<file path="src/rtl/rr_mux_4_1_arbiter.sv">
// Round-robin 4:1 arbiter feeding one registered valid/ready output.
// Each output word is tagged with the index of the requester that supplied it.
module rr_mux_4_1_arbiter #(
   parameter int WIDTH = 4
) (
   input  logic             clk,
   input  logic             rst,
   input  logic [3:0]       in_valid,
   output logic [3:0]       in_ready,
   input  logic [WIDTH-1:0] in_data0,
   input  logic [WIDTH-1:0] in_data1,
   input  logic [WIDTH-1:0] in_data2,
   input  logic [WIDTH-1:0] in_data3,
   output logic             out_valid,
   input  logic             out_ready,
   output logic [WIDTH-1:0] out_data,
   output logic [1:0]       out_src
);

   logic             r_out_valid;
   logic [WIDTH-1:0] r_out_data;
   logic [1:0]       r_out_src;
   logic [1:0]       r_ptr;

   logic             w_load_en;
   logic             w_any;
   logic             w_xfer;
   logic [1:0]       w_sel;
   logic [1:0]       w_idx;
   logic [WIDTH-1:0] w_mux;

   // Scan from the farthest slot back to ptr so the nearest request wins.
   always_comb begin
      w_load_en = !r_out_valid || out_ready;
      w_any     = |in_valid;
      w_sel     = r_ptr;
      w_idx     = r_ptr;
      for (int k = 3; k >= 0; k--) begin
         w_idx = r_ptr + 2'(k);
         if (in_valid[w_idx]) w_sel = w_idx;
      end
      w_xfer   = w_load_en && w_any && !rst;
      in_ready = w_xfer ? (4'b0001 << w_sel) : 4'b0000;
   end

   always_comb begin
      w_mux = in_data0;
      unique case (w_sel)
         2'd0: w_mux = in_data0;
         2'd1: w_mux = in_data1;
         2'd2: w_mux = in_data2;
         2'd3: w_mux = in_data3;
      endcase
   end

   always_ff @(posedge clk or posedge rst) begin
      if (rst) begin
         r_out_valid <= 1'b0;
         r_out_data  <= '0;
         r_out_src   <= 2'd0;
         r_ptr       <= 2'd0;
      end else if (w_load_en) begin
         if (w_any) begin
            r_out_valid <= 1'b1;
            r_out_data  <= w_mux;
            r_out_src   <= w_sel;
            r_ptr       <= w_sel + 2'd1;
         end else begin
            r_out_valid <= 1'b0;
         end
      end
   end

   assign out_valid = r_out_valid;
   assign out_data  = r_out_data;
   assign out_src   = r_out_src;

endmodule
</file>
<file path="config.mk">
export PLATFORM = sky130hd
export DESIGN_NAME = rr_mux_4_1_arbiter
export DESIGN_NICKNAME = d
export VERILOG_FILES = /design/src/rtl/rr_mux_4_1_arbiter.sv
export SDC_FILE = /design/constraint.sdc
export NUM_CORES = 1
export LEC_CHECK = 0
export CORE_MARGIN = 2
export CORE_UTILIZATION = 39
export CTS_CLUSTER_SIZE = 25
export DETAILED_ROUTE_END_ITERATION = 7
export PLACE_DENSITY = 0.78
export SYNTH_ARGS = -nofsm -noshare
export SYNTH_HDL_FRONTEND = slang
export SYNTH_SLANG_ARGS = --single-unit
</file>
<file path="constraint.sdc">
create_clock -name clk -period 2.35 [get_ports clk]
set_clock_uncertainty 0.05 [all_clocks]
set_input_delay 0.235 -clock clk [delete_from_list [all_inputs] [get_ports clk]]
set_output_delay 0.235 -clock clk [all_outputs]
set_load 0.05 [all_outputs]
</file>
==> results.json, run 1 <==
{
  "synth_top_cell_by_area": "dfrtp_1",
  "root_buffer": "clkbuf_4",
  "fin_crit_ns": 2.32,
  "netlist_area_um2": 693,
  "worst_path_max_delay_cell": "clkdlybuf4s50_1",
  "syn_to_final_growth_pct": 74.9,
  "setup_viol": 0,
  "synth-seq-cells": 9,
  "grt_pass1_vias": 809,
  "worstPathCellList": "clkdlybuf4s50_1 -> nor3b_1 -> a2111oi_2 -> or2_4 -> inv_1 -> ha_2 -> and3_1 -> buf_6",
  "r2r-end": "out_data[1]$_DFFE_PP0P_",
  "cts_buffers": 3,
  "ioPinCount": 34,
  "n_antenna_cell": 0,
  "start_util": 0.406,
  "rsz0062_at_grt": "true",
  "htree_levels": 1,
  "clkSinkCount": 9,
  "vias_per_cell": 5.30,
  "initialDrtViolationCount": 14,
  "endpoint": "in_ready[2]",
  "critical_path_class": "input pin to output port",
  "grt_pass1_wl_um": 3470,
  "ys_dominant_reg_cell": "dfrtp_1",
  "crit_start": "in_valid[0]",
  "timing.fmax_mhz": 431,
  "vias": 811,
  "io_buffers": 33,
  "wire_per_inst_um": 14.7,
  "clk_pin_slew_worst_paths_ns": 0.06,
  "worst_slew_pin_slew_ns": 0.500,
  "drt_first_pass_iters": 4,
  "synth_commonest_cells": "dfrtp_1, inv_1, a21oi_1",
  "clockBufferDepth": 2,
  "cts_tree": "yes",
  "status": "complete, no violations",
  "use_met1": 0.255,
  "crit_fanout": 5,
  "drv_slew": 0,
  "whs_ns": 0.233,
  "drive_gt1_frac": 0.281,
  "grt_usage": 0.229,
  "peakVddDrop_mv": 0.799,
  "crit_arrival_ns": 2.04,
  "worst-r2r-setup-slack_ns": 0.10,
  "hold_class": "input pin to asynchronous set/reset pin",
  "grt_max_degree": 13,
  "synth_area_leaders": "dfrtp_1, ha_1, nor2b_1, a21oi_1, a221oi_1",
  "insertion_delay_ns": 0.26,
  "synth.avg_cell_area_um2": 8.77,
  "synth-edff-count": 0,
  "r2r_cells": 9,
  "ys_types": 30,
  "drc": 0,
  "maxCapViolations": 0,
  "fp.dieW_um": 46.2,
  "place.gp.congestion": 0.826,
  "cp-end-kind": "output port",
  "yosys.area.top_type_share": 0.325,
  "p_per_area_nw_per_um2": 970,
  "startpoint_type": "input pin",
  "antenna_left": 0,
  "fillers": 142,
  "die-area_um2": 2130,
  "finalCritPeriodShare": 0.988,
  "async_reset_ff_frac": 1.00,
  "num_rows": 15,
  "dp_hpwl_um": 1540,
  "r2r-start": "r_ptr[1]$_DFFE_PP0P_",
  "grt.busiest_layer": "met2",
  "finalNetCount": 155,
  "synth_nets": 105,
  "ys_warn_count": 0,
  "fp.dieH_um": 46.2,
  "overflow": 0,
  "use_met3": 0.0588,
  "seq_area_frac_synth": 0.325,
  "met2_usage": 0.417,
  "setup_ws_ns": 0.0285,
  "relSlewSlack": 0.666,
  "stdcell_area_um2": 1210,
  "wirelength_um": 2250,
  "synthCells": 79,
  "finalHoldViolCount": 0,
  "p_leak_nw": 0.522,
  "crit_required_ns": 2.07,
  "place_area_um2": 1110,
  "antenna_found_initial": 0,
  "slowest_delay_ns": 0.46,
  "core_area_um2": 1710,
  "pre_cts_ws_ns": -0.213,
  "postCtsHoldBufs": 0
}
==> per-stage QoR <==
| step | util | TNS, ns | power (W) | instances |
|---|---|---|---|---|
| 5_1_grt | 0.710 | -0.0438 | 0.00125 | 153 |
| 3_3_place_gp | 0.653 | -0.729 | 0.000946 | 143 |
| 4_1_cts | 0.687 | 0 | 0.00112 | 150 |
| 3_5_place_dp | 0.653 | -0.907 | 0.000953 | 143 |
| 6_report | 0.710 | 0 | 0.00118 | 153 |
| 2_1_floorplan | - | -0.206 | 0.000718 | 79 |
==> metal layers <==
layer | up-vias | wire [um]
met3 | 8 | 101
met2 | 31 | 1220
met1 | 378 | 862
met5 | - | 0
met4 | 0 | 62
li1 | 394 | -
==> flip-flops by register name, indices dropped and copies added (netlist names) <==
name	cells
out_data	4
out_src	2
out_valid	1
r_ptr	2
==> worst min-delay path by stage <==
stage	start	endpoint	slack, ns	cells past startpoint
6_report	rst	r_ptr[1]$_DFFE_PP0P_	0.23	2
5_1_grt	rst	r_ptr[1]$_DFFE_PP0P_	0.27	2
4_1_cts	rst	r_ptr[1]$_DFFE_PP0P_	0.23	2
3_5_place_dp	out_src[1]$_DFFE_PP0P_	out_src[1]$_DFFE_PP0P_	0.43	2
3_3_place_gp	out_src[0]$_DFFE_PP0P_	out_src[0]$_DFFE_PP0P_	0.43	1
2_1_floorplan	rst	out_data[0]$_DFFE_PP0P_	0.02	1
==> final cells by class <==
type                            instances  area, um^2  area share
Clock buffer                            4        26.3      0.0217
Inverter                               10        37.5      0.0310
Multi-Input combinational cell         55         427       0.352
Sequential cell                         9         226       0.187
Tap cell                               25        31.3      0.0258
Timing Repair Buffer                   50         464       0.383
==> timing repair <==
item / in CTS / in global routing
setup buffers: 3 / 3
endpoints found under the setup margin: 2 / 7
pin swaps: 2 / 3
resized for setup: 7 / 5
==> worst max-delay path, delay by kind of cell <==
kind	cells	cell delay, ns
adders and majority gates	1	0.22
AOI/OAI and AO/OA	1	0.10
and+or+nand+nor	3	0.77
buffers and inverters	3	0.72
==> layout by cell type, fill, tap and decap left out, types with 4 or more instances in the layout <==
master,count
dfrtp_1,8
inv_1,9
nor4_1,4
o41ai_1,4
nor2b_1,6
buf_4,19
clkdlybuf4s50_1,26
a221oi_1,4
a21oi_1,7
==> kinds of logic after synthesis <==
logic type	Yosys count	synth area share
adders and majority gates	3	0.0542
and+or+nand+nor	26	0.242
DFF	9	0.325
buffers and inverters	15	0.106
muxes	1	0.0162
AOI/OAI and AO/OA	25	0.256
==> where the power goes <==
group,switching [W],internal [W],leakage (nW)
combinational,0.000440,0.000351,0.402
sequential,0.0000456,0.000218,0.104
clock,0.0000565,0.0000656,0.0150
Power figures use the tool's default switching activity.
==> run 2: changes to the inputs <==
CTS_CLUSTER_SIZE = 8   (was 25)
==> results of run 2 <==
Same layout as run 1: the final DEF is identical, and so are final timing and power.
==> run 3: changes to the inputs <==
CAP_MARGIN = 20   (was not set)
CORE_UTILIZATION = 35   (was 39)
PLACE_DENSITY = 0.71   (was 0.78)
==> run 3 against run 2 <==
Worst setup slack better by 0.057 ns. Wire length down 9.2%. Die area grew 10%. Critical path depth decreased by 1. Sequential cell count did not move. Register-to-register slack better by 0.08 ns. Sequential share of layout area decreased by 0.30 points. Design area rose by 1.7%. Global-route usage down 4.2 points. Total power fell by 1.5%. Combinational power decreased by 2%. Critical path type unchanged. Largest cell class is now multi-input gates.
==> results.json, run 3 (same netlist as run 1, synthesis figures left out) <==
{
  "status": "complete, no violations",
  "clkSinkCount": 9,
  "hold_class": "input pin to asynchronous set/reset pin",
  "whs_ns": 0.260,
  "setup_tns_ns": 0,
  "vias_per_cell": 5.25,
  "fp.dieW_um": 48.5,
  "drive_gt1_frac": 0.288,
  "maxCapViolations": 0,
  "drv_slew": 0,
  "io_buffers": 33,
  "p_leak_nw": 0.515,
  "crit_fanout": 5,
  "p_clk_frac": 0.102,
  "fp.dieH_um": 48.5,
  "antenna_left": 0,
  "grt_usage": 0.187,
  "critical_path_class": "input pin to output port",
  "pwr-share-seq": 0.230,
  "vias": 798,
  "switching_share": 0.466,
  "grt_pass1_wl_um": 3330,
  "antenna_found_initial": 0,
  "cp-end-kind": "output port",
  "initialDrtViolationCount": 13,
  "pre_cts_ws_ns": -0.304,
  "cts_tree": "yes",
  "clockBufferDepth": 2,
  "p_per_area_nw_per_um2": 940,
  "finalCritPeriodShare": 0.964,
  "place.gp.congestion": 0.723,
  "n_antenna_cell": 0,
  "start_util": 0.361,
  "root_buffer": "clkbuf_4",
  "wire_per_inst_um": 13.4,
  "worst_slew_pin_slew_ns": 0.501,
  "insertion_delay_ns": 0.26,
  "finalHoldViolCount": 0,
  "timing.fmax_mhz": 442,
  "overflow": 0,
  "cts_buffers": 3,
  "grt_max_degree": 13,
  "crit_arrival_ns": 1.98,
  "peakVddDrop_mv": 0.811,
  "final_cells": 152,
  "final_cell_mix": "clkdlybuf4s50_1, buf_4, inv_1, dfrtp_1, a21oi_1",
  "clk_pin_slew_worst_paths_ns": 0.07,
  "finalNetCount": 152,
  "syn_to_final_growth_pct": 77.8,
  "setup_viol": 0,
  "largest_register_ffs": 4,
  "crit_required_ns": 2.07,
  "relSlewSlack": 0.665,
  "core_area_um2": 1920,
  "fin_crit_ns": 2.26,
  "comb_power_share": 0.668,
  "drc": 0,
  "utilization": 0.641,
  "intPower_w": 0.000619,
  "wirelength_um": 2040,
  "htree_levels": 1,
  "grt_pass1_vias": 779,
  "mostFrequentLayoutCell": "clkdlybuf4s50_1",
  "num_rows": 16,
  "postCtsHoldBufs": 0,
  "startpoint_type": "input pin",
  "p_sw_w": 0.000540,
  "dp_hpwl_um": 1640,
  "placed_cells": 147,
  "ioPinCount": 34,
  "drt_first_pass_iters": 4,
  "setup_ws_ns": 0.0857,
  "die-area_um2": 2350
}
## run 3: metrics by stage
| stage | power (W) | area (um^2) |
|---|---|---|
| finish | 0.00116 | 1230 |
| global route | 0.00124 | 1230 |
| CTS | 0.00111 | 1170 |
| detailed placement | 0.000971 | 1130 |
| global placement | 0.000957 | 1130 |
| floorplan | 0.000718 | 704 |
## run 3: path summary, 6_finish.rpt
path                       cells after the start                      end  slack [ns]                   start
max reg2reg                                    9  out_data[3]$_DFFE_PP0P_        0.18    r_ptr[1]$_DFFE_PP0P_
min in group clk                               1   out_src[0]$_DFFE_PP0P_        0.43  out_src[0]$_DFFE_PP0P_
max in group asynchronous                      3     r_ptr[0]$_DFFE_PP0P_        1.63                     rst
min reg2reg                                    1   out_src[0]$_DFFE_PP0P_        0.43  out_src[0]$_DFFE_PP0P_
min                                            2    out_valid$_DFFE_PP0P_        0.26                     rst
max                                            7              in_ready[1]        0.09             in_valid[3]
## run 3: critical path, cell delays in order
cell             delay (ns)
clkdlybuf4s50_1        0.57
o22ai_1                0.11
a222oi_1               0.40
buf_4                  0.20
ha_4                   0.15
and3_4                 0.19
buf_12                 0.13
## run 3: power by group through the flow
| stage | Sequential [W] | Clock [W] | Combinational (W) |
|---|---|---|---|
| 2_1_floorplan | 0.000415 | 0 | 0.000304 |
| 3_3_place_gp | 0.000264 | 0 | 0.000693 |
| 3_5_place_dp | 0.000263 | 0 | 0.000708 |
| 4_1_cts | 0.000265 | 0.000122 | 0.000721 |
| 5_1_grt | 0.000276 | 0.000139 | 0.000830 |
| 6_report | 0.000266 | 0.000118 | 0.000774 |
## run 3: repair_timing
action,4_1_cts,5_1_grt
setup buffers,1,0
pin swaps,1,3
cloned,0,0
resized for setup,4,13
setup endpoints to repair,4,7
## run 3: cell type report
type	instances	area (um^2)
clock inverters	1	5.00
inverters	10	37.5
fillers	182	689
well taps	27	33.8
clock buffers	3	22.5
multi-input cells	55	460
repair buffers	47	447
flip-flops and latches	9	226
## run 3: metal layers
layer	track usage	routed length, um
met1	0.213	838
met3	0.0432	105
met5	0	0
met2	0.326	1070
met4	0.0952	27
